==> config.mk <==
export PLATFORM = sky130hd
export DESIGN_NAME = spi_slave_ctrl
export DESIGN_NICKNAME = d
export VERILOG_FILES = /design/src/rtl/spi_slave_ctrl.sv
export SDC_FILE = /design/constraint.sdc
export NUM_CORES = 1
export LEC_CHECK = 0
export ABC_AREA = 1
export BUFFER_PORTS_ARGS = -buffer_cell sky130_fd_sc_hd__buf_4
export CAP_MARGIN = 20
export CORE_MARGIN = 2
export CORE_UTILIZATION = 60
export DETAILED_ROUTE_END_ITERATION = 10
export HOLD_SLACK_MARGIN = 0.03
export PLACE_DENSITY = 0.81
export RECOVER_POWER = 25
export SKIP_LAST_GASP = 1
export SYNTH_ARGS = -nofsm -noshare
export SYNTH_HDL_FRONTEND = slang
export SYNTH_SLANG_ARGS = --single-unit
export TNS_END_PERCENT = 100
==> constraint.sdc <==
create_clock -name clk -period 2.3 [get_ports clk]
set_input_delay 0.345 -clock clk [delete_from_list [all_inputs] [get_ports clk]]
set_output_delay 0.345 -clock clk [all_outputs]
set_load 0.01 [all_outputs]
==> src/rtl/spi_slave_ctrl.sv <==
// SPI slave transaction controller: header decode (addr, rw), word counting, strobes for shift-reg load / mem write.
// Outputs registered, one clk after the qualifying sclk_rise; no backpressure, paced entirely by the SPI master.
module spi_slave_ctrl #(
  parameter int ADDR_W = 7,
  parameter int DATA_W = 8,
  parameter int BURST  = 1
) (
  input  logic              clk,
  input  logic              reset,
  input  logic              sclk_rise,
  input  logic              cs,
  input  logic              mosi,
  output logic [ADDR_W-1:0] addr,
  output logic              rw,
  output logic              sr_we,
  output logic              dm_we,
  output logic              miso_buff,
  output logic              word_done,
  output logic              frame_err
);

  localparam int CNT_MAX = (ADDR_W + 1 > DATA_W) ? ADDR_W + 1 : DATA_W;
  localparam int CNT_W   = $clog2(CNT_MAX + 1);

  localparam logic [CNT_W-1:0] HDR_LAST  = CNT_W'(ADDR_W);
  localparam logic [CNT_W-1:0] DATA_LAST = CNT_W'(DATA_W - 1);
  localparam logic [CNT_W-1:0] CNT_ONE   = CNT_W'(1);

  localparam logic [2:0] IDLE      = 3'd0;
  localparam logic [2:0] HDR       = 3'd1;
  localparam logic [2:0] RD_LOAD   = 3'd2;
  localparam logic [2:0] RD        = 3'd3;
  localparam logic [2:0] WR        = 3'd4;
  localparam logic [2:0] WR_COMMIT = 3'd5;
  localparam logic [2:0] HOLD      = 3'd6;

  logic [2:0]        state;
  logic [CNT_W-1:0]  bit_cnt;
  logic [ADDR_W-1:0] hdr_sr;
  logic              mid_unit;

  // A partially received header or data word is what makes a cs rise an error.
  assign mid_unit = (state == HDR || state == RD || state == WR) && (bit_cnt != '0);

  always_ff @(posedge clk or posedge reset) begin
    if (reset) begin
      state     <= IDLE;
      bit_cnt   <= '0;
      hdr_sr    <= '0;
      addr      <= '0;
      rw        <= 1'b0;
      sr_we     <= 1'b0;
      dm_we     <= 1'b0;
      miso_buff <= 1'b0;
      word_done <= 1'b0;
      frame_err <= 1'b0;
    end else begin
      sr_we     <= 1'b0;
      dm_we     <= 1'b0;
      word_done <= 1'b0;
      frame_err <= 1'b0;

      if (state != IDLE && cs) begin
        // cs wins over any coincident sclk_rise; that edge is discarded.
        state     <= IDLE;
        bit_cnt   <= '0;
        miso_buff <= 1'b0;
        frame_err <= mid_unit;
      end else begin
        case (state)
          IDLE: begin
            if (!cs) begin
              state   <= HDR;
              bit_cnt <= '0;
            end
          end

          HDR: begin
            if (sclk_rise) begin
              hdr_sr <= {hdr_sr[ADDR_W-2:0], mosi};
              if (bit_cnt == HDR_LAST) begin
                addr    <= hdr_sr;
                rw      <= mosi;
                bit_cnt <= '0;
                if (mosi) begin
                  state     <= RD_LOAD;
                  sr_we     <= 1'b1;
                  miso_buff <= 1'b1;
                end else begin
                  state <= WR;
                end
              end else begin
                bit_cnt <= bit_cnt + 1'b1;
              end
            end
          end

          RD_LOAD: begin
            state <= RD;
            if (sclk_rise) bit_cnt <= CNT_ONE;
          end

          RD: begin
            if (sclk_rise) begin
              if (bit_cnt == DATA_LAST) begin
                bit_cnt   <= '0;
                word_done <= 1'b1;
                if (BURST != 0) begin
                  // Address advances together with the load strobe so sr_we sees the new word.
                  addr  <= addr + 1'b1;
                  state <= RD_LOAD;
                  sr_we <= 1'b1;
                end else begin
                  state     <= HOLD;
                  miso_buff <= 1'b0;
                end
              end else begin
                bit_cnt <= bit_cnt + 1'b1;
              end
            end
          end

          WR: begin
            if (sclk_rise) begin
              if (bit_cnt == DATA_LAST) begin
                bit_cnt   <= '0;
                state     <= WR_COMMIT;
                dm_we     <= 1'b1;
                word_done <= 1'b1;
              end else begin
                bit_cnt <= bit_cnt + 1'b1;
              end
            end
          end

          WR_COMMIT: begin
            // dm_we is high this clk with the old address; step it afterwards.
            if (BURST != 0) begin
              addr    <= addr + 1'b1;
              state   <= WR;
              bit_cnt <= sclk_rise ? CNT_ONE : '0;
            end else begin
              state <= HOLD;
            end
          end

          HOLD: begin
            miso_buff <= 1'b0;
          end

          default: begin
            state     <= IDLE;
            bit_cnt   <= '0;
            miso_buff <= 1'b0;
          end
        endcase
      end
    end
  end

endmodule

After elaboration in Yosys (flattened, before gate mapping)
Cells that the tools add are included.
{ "classes": {"bitwise": 1, "n_addsub": 2, "n_mux": 39, "n_eq_ne": 23, "reduce_logical": 17} }
{ "op_table": {"columns": ["operator", "n"], "rows": [
  ["$mux W7", 4],
  ["$mux W3", 9],
  ["$pmux W3 S7", 1],
  ["$pmux W7 S3", 1],
  ["$mux W4", 5],
  ["$pmux W4 S5", 1],
  ["$mux W1", 16],
  ["$ne A3 B1 Y1 const B", 4],
  ["$ne A3 B2 Y1 const B", 4],
  ["$reduce_and A4 Y1", 3],
  ["$eq A3 B3 Y1 const B", 3],
  ["$reduce_and A8 Y1", 1],
  ["$add A7 B1 Y7 const B", 1],
  ["$eq A3 B2 Y1 const B", 2],
  ["$ne A2 B1 Y1 const B", 3],
  ["$ne A2 B2 Y1 const B", 3],
  ["$ne A3 B3 Y1 const B", 2],
  ["$reduce_and A6 Y1", 1],
  ["$reduce_bool A3 Y1", 2],
  ["$reduce_or A5 Y1", 1],
  ["$add A4 B1 Y4 const B", 1],
  ["$eq A4 B3 Y1 const B", 1],
  ["$pmux W1 S2", 2],
  ["$reduce_bool A4 Y1", 1],
  ["other kinds (8)", 10]
]} }
{ "totals": {"output_inout_bits": 13, "word_cells": 92, "inputBits": 5, "reg_bits": 27} }

Logic depth before layout (Yosys ltp)
Gate-level depths: netlist of the first run.
{ "depth": {"word_depth": 5, "ltp_mapped": 10, "depth_no_buf": 9} }

Worst setup path before layout of the first run
OpenSTA, ideal clock, no wires.
{ "synth_path": {"kind": "register to register", "start": "register bit_cnt[0]", "end": "register state[2]", "arrival_ps": 1213, "synth_period_minus_slack_ps": 1334, "path_slack_ps": 966, "path_stages_with_launch": 10, "setup_time_ps": 121, "required_time_ps": 2179, "path_cell_list": "dfrtp_1 -> ha_1 -> nand2_1 -> nor2_4 -> nand2_1 -> nand2_1 -> nand2_1 -> inv_1 -> nand3_1 -> nand2_1"} }
{ "synth_via": {"elab_chain_len": 3, "elab_cells_between_ends": 5, "classes_between": "eq/ne: 4; reduce/logical: 1"} }
{ "synth_rtl": {"columns": ["element", "line", "source"], "rows": [
  ["from (decl)", "38", "logic [CNT_W-1:0] bit_cnt;"],
  ["from (signal assigned)", "93", "bit_cnt <= bit_cnt + 1'b1;"],
  ["from (signal assigned)", "118", "bit_cnt <= bit_cnt + 1'b1;"],
  ["from (signal assigned)", "131", "bit_cnt <= bit_cnt + 1'b1;"],
  ["$eq A4 B3 Y1 *", "81, 105, 125", null],
  ["$ne A3 B1 Y1 (no source line)", null, null],
  ["$reduce_and A8 Y1 (no source line) *", null, null],
  ["to (signal assigned)", "86", "state <= RD_LOAD;"],
  ["to (signal assigned)", "111", "state <= RD_LOAD;"],
  ["to (signal assigned)", "127", "state <= WR_COMMIT;"],
  ["to (decl)", "37", "logic [2:0] state;"]
]} }
Mark *: on every way between the ends. The rest lies on a longest branch, timed or not.
A chain may end at the register's enable or synchronous reset.

Worst setup path after layout of the first run
{ "layout_path": {"start": "register state[2]", "end": "register state[2]"} }
{ "layout_via": {"elab_chain_len": 4, "elab_cells_between_ends": 20, "classes_between": "eq/ne: 14; mux: 2; reduce/logical: 4"} }
{ "layout_rtl": {"columns": ["element", "line", "source"], "rows": [
  ["from (signal assigned)", "47", "state <= IDLE;"],
  ["from (signal assigned)", "65", "state <= IDLE;"],
  ["from (signal assigned)", "73", "state <= HDR;"],
  ["$reduce_bool A3 Y1", "63", "if (state != IDLE && cs) begin"],
  ["$logic_and A1 B1 Y1", "63", null],
  ["$ne A3 B1 Y1 (no source line), or another cell as far along", null, null],
  ["$reduce_and A8 Y1 (no source line)", null, null]
]} }
Parallel ways exist; a longest one is shown, timed or not.

==> reports/qor.yml, run 1 <==
num_rows: 19
yosys_register_bits: 27
post_cts_buffers: 0
r2r_slack_ps: 640
power.switching_uw: 867
synth_fa_ha_area_share_pct: 2.27
wl_per_cell_um: 11.3
utilization_pct: 67.5
cts.sinks: 27
reg2reg_depth: 8
ys_seq_area_share_pct: 40.8
power_density_nw_per_um2: 1050
setup_viol: 0
start_kind: "flip-flop"
num-nets-final: 247
pwr-share-seq_pct: 40.9
via_per_inst: 5.21
slew_headroom_pct: 5.51
synthSimpleGateAreaFrac_pct: 34.8
hold_buffers: 0
status: "finished clean"
synth_compound_gate_area_share_pct: 11.7
fin_area_um2: 1810
min_from: "cs"
crit_fanout: 12
drc: 0
post_cts_resized: 0
drive_above_1_share_pct: 16.4
dpl.hpwl_um: 2290
grt_max_degree: 28
synth_xor_area_share_pct: 2.12
critPathRequiredTime_ps: 2510
r2r_start: "state[2]"
power_frac_clock_pct: 10.3
fin_ws_ps: 643
fin_crit_sh_pct: 72.1
skew_ps: 6.50
start_util_pct: 61.6
syn_avg_cell_area_um2: 7.52
netlist_instances: 220
synth_top_family_by_area: "simple AND/OR/NAND/NOR gates"
coreArea_um2: 2690
min_path_cells: 2
die_w_um: 56.5
dpl_cell_area_um2: 1790
die_y_um: 56.5
track_usage_pct: 20.6
cts_tree: "done"
finalWeightedCongestion: 0.918
peakVddDrop_mv: 0.684
synth.distinct_cells: 24
grt_pass1_wl_um: 5220
clk_latency_ps: 310
synthMuxAreaShare_pct: 0
pre_cts_ws_ps: 670
syn_to_final_growth_pct: 9.52
arrival_ps: 1870
synth_area_leaders: "dfrtp_1 41%, nand2_1 16%, nand3_1 5.7%"
antenna_found_initial: 0
maxCapViolCount: 0
p_leak_nw: 0.972
startpoint: "state[2]"
grt.overflow.total: 0
htreeDepth: 1
swShare_pct: 45.5
yosys.area.top_type: "dfrtp_1"
whs_ps: 264
finalSetupTns_ps: 0
maxSlewViolCount: 0
syn_nets: 228
syn_area_um2: 1660
ant_nets: 0
cts_made_buffers: 3
dr.pass1.iters: 4
die_area_um2: 3200
fmax_mhz: 603
end_kind: "flip-flop"
crit_end: "state[2]"
finalWirelength_um: 3050
p_int_mw: 1.04
r2r-end: "state[2]"
io_pins: 18
hold_class: "input port to flip-flop"
io_buffer_count: 17
diodes: 0
ctsLongestPathBuffers: 2
first_global_vias: 1206
synth_largest_type_area_fraction_pct: 40.8
max_slew.worst_pin.slew_ps: 1420
cts.clk_slew.worst_paths_ps: 130
criticalPathCategory: "flip-flop to flip-flop"
cts_root_buf: "clkbuf_4"
yosysWarnings: 0
hold_violations: 0
vias: 1401
comb_power_share_pct: 48.8
min_period_ps: 1660
rsz0062_at_grt: "no"
drtIter0Drc: 64
[cells in the mapped netlist]
| master | number |
|---|---|
| nand2_1 | 70 |
| dfrtp_1 | 27 |
| inv_1 | 21 |
| nand3_1 | 19 |
| nor2_1 | 16 |
| o21ai_0 | 12 |
| o21ai_1 | 10 |
| a21oi_1 | 5 |
| inv_2 | 5 |
| nand2_2 | 4 |
| nor2_4 | 4 |
| buf_6 | 3 |
| ha_1 | 3 |
| nand2_4 | 3 |
| nand4_1 | 3 |
| nor3_1 | 3 |
| o21bai_1 | 3 |
| xor2_1 | 3 |
| a31oi_1 | 1 |
| buf_2 | 1 |
| nand4_4 | 1 |
| o211ai_4 | 1 |
| o21ai_2 | 1 |
| xnor2_1 | 1 |
[critical path, stage by stage, from the launching register on]
cell and delay, ps:
dfrtp_1 550, inv_1 240, nand3_1 150, nor2_1 190, nand2_1 70, nand2_1 120
inv_1 90, nand3_1 80, nand2_1 60
[cell families after synthesis]
group	after synthesis
AND/OR/NAND/NOR	123
AO/OA/AOI/OAI	33
buffers and inverters	30
flip-flops	27
XOR/XNOR	4
adder cells (fa/ha/maj)	3
[power groups by stage]
stage	combinational (mW)	clock, mW	sequential (mW)
5_1_grt	1.06	0.224	0.806
2_1_floorplan	0.777	0	0.752
4_1_cts	0.936	0.206	0.777
3_3_place_gp	0.923	0	0.785
3_5_place_dp	0.931	0	0.788
6_report	0.928	0.197	0.779
[sequential cells by signal (all words and copies together) (netlist names)]
| name | count |
|---|---|
| rw | 1 |
| addr | 7 |
| hdr_sr | 7 |
| dm_we | 1 |
| sr_we | 1 |
| state | 3 |
| word_done | 1 |
| bit_cnt | 4 |
| miso_buff | 1 |
| frame_err | 1 |
[cells in the final DEF (no fill, tap or decap), drive strengths merged]
cell type  Yosys  layout
ha             3       3
clkbuf         0       6
a21oi          5       5
nand2         77      77
nand3         19      19
o211ai         1       1
nand4          4       4
a31oi          1       1
xor2           3       3
inv           26      26
nor2          20      20
o21ai         23      23
buf            4      16
xnor2          1       1
nor3           3       3
o21bai         3       3
dfrtp         27      27
[worst min-delay path by stage]
stage	endpoint	slack (ps)
floorplan	addr[0]	400
global placement	dm_we	430
CTS	addr[3]	70
detailed placement	dm_we	440
finish	dm_we	260
global route	dm_we	250
[per-layer routing]
| metal | wire length, µm | track usage [%] |
|---|---|---|
| met2 | 1520 | 35.4 |
| met3 | 119 | 2.30 |
| met1 | 1370 | 26.6 |
| met4 | 40 | 7.82 |
| met5 | 0 | 0 |
[stage by stage]
| step | cells | power, mW |
|---|---|---|
| after floorplan | 220 | 1.53 |
| after global placement | 265 | 1.71 |
| after detailed placement | 265 | 1.72 |
| after CTS | 269 | 1.92 |
| after global routing | 269 | 2.09 |
| final | 269 | 1.90 |
[layout make-up]
type                    instances  area, µm²
fillers                       241        873
multi-input cells             163        843
flip-flops and latches         27        676
repair buffers                 18        131
inverters                      26       97.6
well taps                      31       38.8
clock buffers                   4       26.3
Note: power is estimated with default switching activity, not from simulation.
==> run 2: changes to the inputs <==
Settings changed: ABC_AREA 1 to 0, CORE_UTILIZATION 60 to 51, PLACE_DENSITY 0.81 to 0.74.
Clock period 2.3 ns to 1.4 ns, I/O delays scaled along.
==> run 2 against run 1 <==
  * Die area grew 9.2%
  * Utilization up 9.5 points
  * Clock power rose by 82%
  * Sequential share of layout area down 6.1 points
  * Synthesized cell count decreased by 33%
  * Critical endpoint is now bit_cnt[3]
  * The flow now finishes with violations (setup timing)
  * Sequential power up 20%
  * Worst hold slack got worse by 130 ps
==> reports/qor.yml, run 2 <==
multi_input_area_um2: 895
hold_violations: 0
start_util_pct: 54.7
skew_ps: 7.69
yosys_register_bits: 27
synth_xor_area_share_pct: 0.566
ys.flop_type: "dfrtp_1"
rsz0062_at_grt: "yes"
total_power_mw: 1.61
setup_viol: 26
cts_root_buf: "clkbuf_4"
synth_compound_gate_area_share_pct: 20.5
die_y_um: 59.1
first_global_vias: 1421
syn_to_final_growth_pct: 40.8
final_cells: 236
synth_top_family_by_area: "compound AO/OA/AOI/OAI gates"
synth.most_common_cell: "dfrtp_1"
hold_class: "input port to flip-flop"
top_regs: "addr: 7 flops, hdr_sr: 7 flops, bit_cnt: 4 flops"
cts_tree: "done"
synthSimpleGateAreaFrac_pct: 16.8
ys_seq_area_share_pct: 43.7
yosysWarnings: 0
diodes: 0
synthMuxAreaShare_pct: 8.41
drive_above_1_share_pct: 51.2
grt_max_degree: 28
fmax_mhz: 622
arrival_ps: 1880
coreArea_um2: 2830
finalWirelength_um: 4370
fin_crit_sh_pct: 115
status: "finished, violations left"
start_kind: "flip-flop"
place_inst: 214
fill_cells: 179
cts_made_buffers: 3
grt.overflow.total: 0
ctsLongestPathBuffers: 2
fin_ws_ps: -209
final_cell_mix: "56 x buf_4, 24 x dfrtp_1, 9 x inv_1"
min_period_ps: 1610
maxSlewViolCount: 0
final_common_cell: "buf_4"
criticalPathCategory: "flip-flop to flip-flop"
end_kind: "flip-flop"
netlist_instances: 148
ys_top_cells_by_count: "27 x dfrtp_1, 10 x inv_1, 8 x mux2_2"
slew_headroom_pct: 53.4
htreeDepth: 1
max_slew.worst_pin.slew_ps: 700
track_usage_pct: 26.2
met3WireLength_um: 260
synth_area_leaders: "dfrtp_1 44%, mux2_2 5.8%, buf_6 3.6%"
syn_area_um2: 1550
ant_nets: 0
antenna_found_initial: 0
dr.pass1.iters: 4
dpl.hpwl_um: 2650
async_reset_ff_share_pct: 100
die_w_um: 59.1
maxUsedRoutingLayer: "met4"
clk_latency_ps: 330
routed-wl-met2_um: 2190
finalWeightedCongestion: 0.883
synth_largest_type_area_fraction_pct: 43.7
crit_fanout: 5
io_pins: 18
drt-met1-wl_um: 1870
syn_avg_cell_area_um2: 10.4
power_density_nw_per_um2: 741
drc: 0
violations: "setup timing"
p_leak_nw: 0.990
num-nets-final: 214
synth-edff-count: 0
whs_ps: 129
synth_fa_ha_area_share_pct: 2.43
vias: 1456
synth.distinct_cells: 47
wl_per_cell_um: 18.5
maxCapViolCount: 0
critPathRequiredTime_ps: 1670
cts.sinks: 27
die_area_um2: 3490
r2r_slack_ps: -210
syn_nets: 156
num_rows: 19
cts.clk_slew.worst_paths_ps: 160
io_buffer_count: 17
yosys.area.top_type: "dfrtp_1"
grt_pass1_wl_um: 6940
drtIter0Drc: 105
peakVddDrop_mv: 0.626
via_per_inst: 6.17
seq_area_um2: 679
## run 2: cell count changes after synthesis, moves of 4 or more
cell,delta
o21ai_1,-6
mux2_2,+8
o21ai_0,-6
nor2_1,-10
inv_1,-11
nand2_2,-4
a211oi_1,+6
nor2_4,-4
nand2_1,-63
nand3_1,-15
inv_2,-5
mux2i_1,+4
## run 2: logic make-up (layout without fill, tap and decap cells)
kind of cell | after synthesis | after routing
compound gates | 43 | 43
xor+xnor | 1 | 1
fa+ha+maj | 3 | 3
buf+inv | 20 | 77
flops | 27 | 27
mux | 12 | 12
simple gates | 42 | 42
## run 2: area by class of cell
class | count | area share (%)
tap | 31 | 1.78
multi-input combinational | 101 | 41.1
clock inverter | 1 | 0.230
timing repair buffer | 63 | 22.9
sequential | 27 | 31.2
clock buffer | 3 | 1.03
inverter | 10 | 1.72
## run 2: worst max-delay path, stage by stage (launching register included)
cell	delay, ps
dfrtp_2	440
clkbuf_2	160
or3b_4	450
a211oi_4	260
nand2_1	100
o22ai_2	140
## run 2: layer usage
metal  vias to the layer above  global-route usage, %
li1                        660                      -
met1                       722                   36.7
met2                        65                   43.7
met3                         9                   2.62
met4                         0                   6.49
met5                         -                      0
## run 2: where the power goes
part / switching, mW / internal, mW / leakage (nW)
logic: 0.154 / 0.162 / 0.629
registers: 0.0683 / 0.869 / 0.343
clock network: 0.252 / 0.107 / 0.0177
## run 2: per-stage QoR
step	setup TNS (ps)	instance area [µm²]	setup slack [ps]	util, %
4_1_cts	-2250	2110	-141	74.5
5_1_grt	-5330	2180	-274	77.0
2_1_floorplan	-208	1580	-23.0	-
3_5_place_dp	-3870	1880	-275	66.6
6_report	-3750	2180	-209	77.0
3_3_place_gp	-2690	1880	-190	66.6
## run 2: final timing paths
path,from,endpoint,cells past startpoint
worst max register to register,state[0],bit_cnt[3],5
max in group asynchronous,reset,state[1],4
worst min-delay path,cs,state[1],2
min in group asynchronous,reset,hdr_sr[0],4
worst max-delay path,state[0],bit_cnt[3],5
worst min register to register,miso_buff,miso_buff,1
## run 2: repair_timing
action	in CTS	in global routing
resized for setup	21	9
hold endpoints to repair	27	0
hold buffers	1	0
pin swaps	3	2
setup endpoints to repair	26	25
setup buffers	13	4
==> run 3: changes to the inputs <==
Settings changed: MAX_ROUTING_LAYER set to met4.
==> run 3 against run 2 <==
  * The flow still finishes with violations (setup timing)
  * Critical path type unchanged
  * Utilization is 1.2 points higher
  * Largest power group unchanged
  * Highest routed layer unchanged
  * Die area stayed put
  * Global-route usage is 0.73 points higher
  * Critical path depth is 3 higher
  * Critical endpoint is now state[0]
  * Count of clock-buffer cells in the layout stayed put
  * Largest cell class unchanged
==> reports/qor.yml, run 3 (synthesized netlist as in run 2, its figures left out) <==
start_util_pct: 54.7
arrival_ps: 1890
io_buffer_count: 17
drc: 0
p_leak_nw: 1.01
skew_ps: 9.49
cts_root_buf: "clkbuf_4"
rsz0062_at_grt: "yes"
finalWeightedCongestion: 0.898
fin_crit_sh_pct: 118
multi_input_area_um2: 896
track_usage_pct: 26.9
top_regs: "addr: 7 flops, hdr_sr: 7 flops, bit_cnt: 4 flops"
die_area_um2: 3490
whs_ps: 136
first_global_vias: 1418
io_pins: 18
dr.pass1.iters: 6
grt_max_degree: 28
fin_area_um2: 2210
grt_pass1_wl_um: 6950
cts_tree: "done"
maxCapViolCount: 0
drt-met1-wl_um: 1830
status: "finished, violations left"
coreArea_um2: 2830
violations: "setup timing"
swShare_pct: 29.8
slew_headroom_pct: 54.1
syn_to_final_growth_pct: 43.0
p_int_mw: 1.14
power.switching_uw: 482
final_cell_mix: "56 x buf_4, 24 x dfrtp_1, 9 x inv_1"
cts_made_buffers: 3
routed-wl-met2_um: 2300
maxSlewViolCount: 0
power_density_nw_per_um2: 732
power_frac_clock_pct: 22.6
ctsLongestPathBuffers: 2
crit_fanout: 5
criticalPathCategory: "flip-flop to flip-flop"
drtIter0Drc: 102
ant_nets: 0
seq_area_um2: 679
crit_chain: "ha_4 -> nand4b_4 -> buf_4 -> buf_6 -> buf_4 -> nor2_1 -> nor2_1 -> nor3_1"
drive_above_1_share_pct: 51.9
cp_num_buf_inv: 3
num-nets-final: 217
dpl.hpwl_um: 2650
vias: 1491
htreeDepth: 1
final_common_cell: "buf_4"
comb_power_share_pct: 19.4
fin_ws_ps: -247
diodes: 0
hold_class: "input port to flip-flop"
die_y_um: 59.1
finalWirelength_um: 4460
setup_viol: 25
via_per_inst: 6.24
pwr-share-seq_pct: 58.0
min_period_ps: 1650
fmax_mhz: 607
peakVddDrop_mv: 0.608
path_delay_family: "simple AND/OR/NAND/NOR gates"
critPathRequiredTime_ps: 1640
dpl_cell_area_um2: 1880
hold_violations: 0
num_rows: 19
wl_per_cell_um: 18.7
max_slew.worst_pin.slew_ps: 689
maxUsedRoutingLayer: "met4"
critPathSlowestCell: "dfrtp_1"
fill_cells: 178
cts.clk_slew.worst_paths_ps: 170
cpPeakStageDelay_ps: 430
clk_latency_ps: 340
grt.overflow.total: 0
total_power_mw: 1.62
die_w_um: 59.1
end_kind: "flip-flop"
start_kind: "flip-flop"
cts.sinks: 27
met3WireLength_um: 287
antenna_found_initial: 0
==> run 3: cell types whose count changed in the layout (fill, tap and decap cells not counted) <==
cell	change
buf_6	+3
a211oi_1	+1
a211oi_2	-1
o2bb2ai_1	-1
o2bb2ai_2	+1
==> run 3: repair_timing <==
action,4_1_cts,5_1_grt
hold buffers,1,0
buffers inserted,13,7
endpoints found under the hold margin,27,0
gates resized for setup,21,12
pin swaps,3,4
setup endpoints to repair,26,25
==> run 3: layout make-up <==
class / count / share of cell area [%]
multi-input combinational: 101 / 40.5
sequential: 27 / 30.7
timing repair buffer: 66 / 24.1
tap: 31 / 1.75
inverter: 10 / 1.70
clock buffer: 3 / 1.02
clock inverter: 1 / 0.226
==> run 3: worst reg2reg max path: cells and delay by family, from the launching register on <==
family                     cells  cell delay [ps]
and+or+nand+nor                4              530
DFF                            1              430
adders and majority gates      1              170
buffers and inverters          3              440
==> run 3: worst paths after layout <==
path                            cells after the start  slack, ps  startpoint   endpoint
worst max-delay path                                8       -250  bit_cnt[1]   state[0]
worst min-delay path                                2        140          cs   state[1]
worst max register to register                      8       -250  bit_cnt[1]   state[0]
worst min register to register                      1        520   miso_buff  miso_buff
max in group asynchronous                           4        310       reset   state[1]
min in group asynchronous                           4        600       reset  hdr_sr[0]
==> run 3: power by group through the flow <==
stage / registers, mW / logic, mW / clock network, mW
after floorplan: 0.927 / 0.190 / 0
after global placement: 0.946 / 0.247 / 0
after detailed placement: 0.953 / 0.263 / 0
after CTS: 0.935 / 0.287 / 0.355
after global routing: 0.948 / 0.336 / 0.396
final: 0.940 / 0.315 / 0.366
==> run 3: per-stage QoR <==
step	TNS, ps	instances	worst slack, ps	util [%]
after floorplan	-208	148	-23.0	-
after global placement	-2690	214	-190	66.6
after detailed placement	-3870	214	-275	66.6
after CTS	-2250	232	-141	74.5
after global routing	-5720	239	-404	78.2
final	-4350	239	-247	78.2
==> run 3: routing by layer <==
| layer | up-vias | GRT usage [%] |
|---|---|---|
| met5 | - | - |
| met4 | 0 | 6.49 |
| met3 | 8 | 2.62 |
| met2 | 74 | 43.3 |
| met1 | 740 | 36.8 |
| li1 | 669 | - |
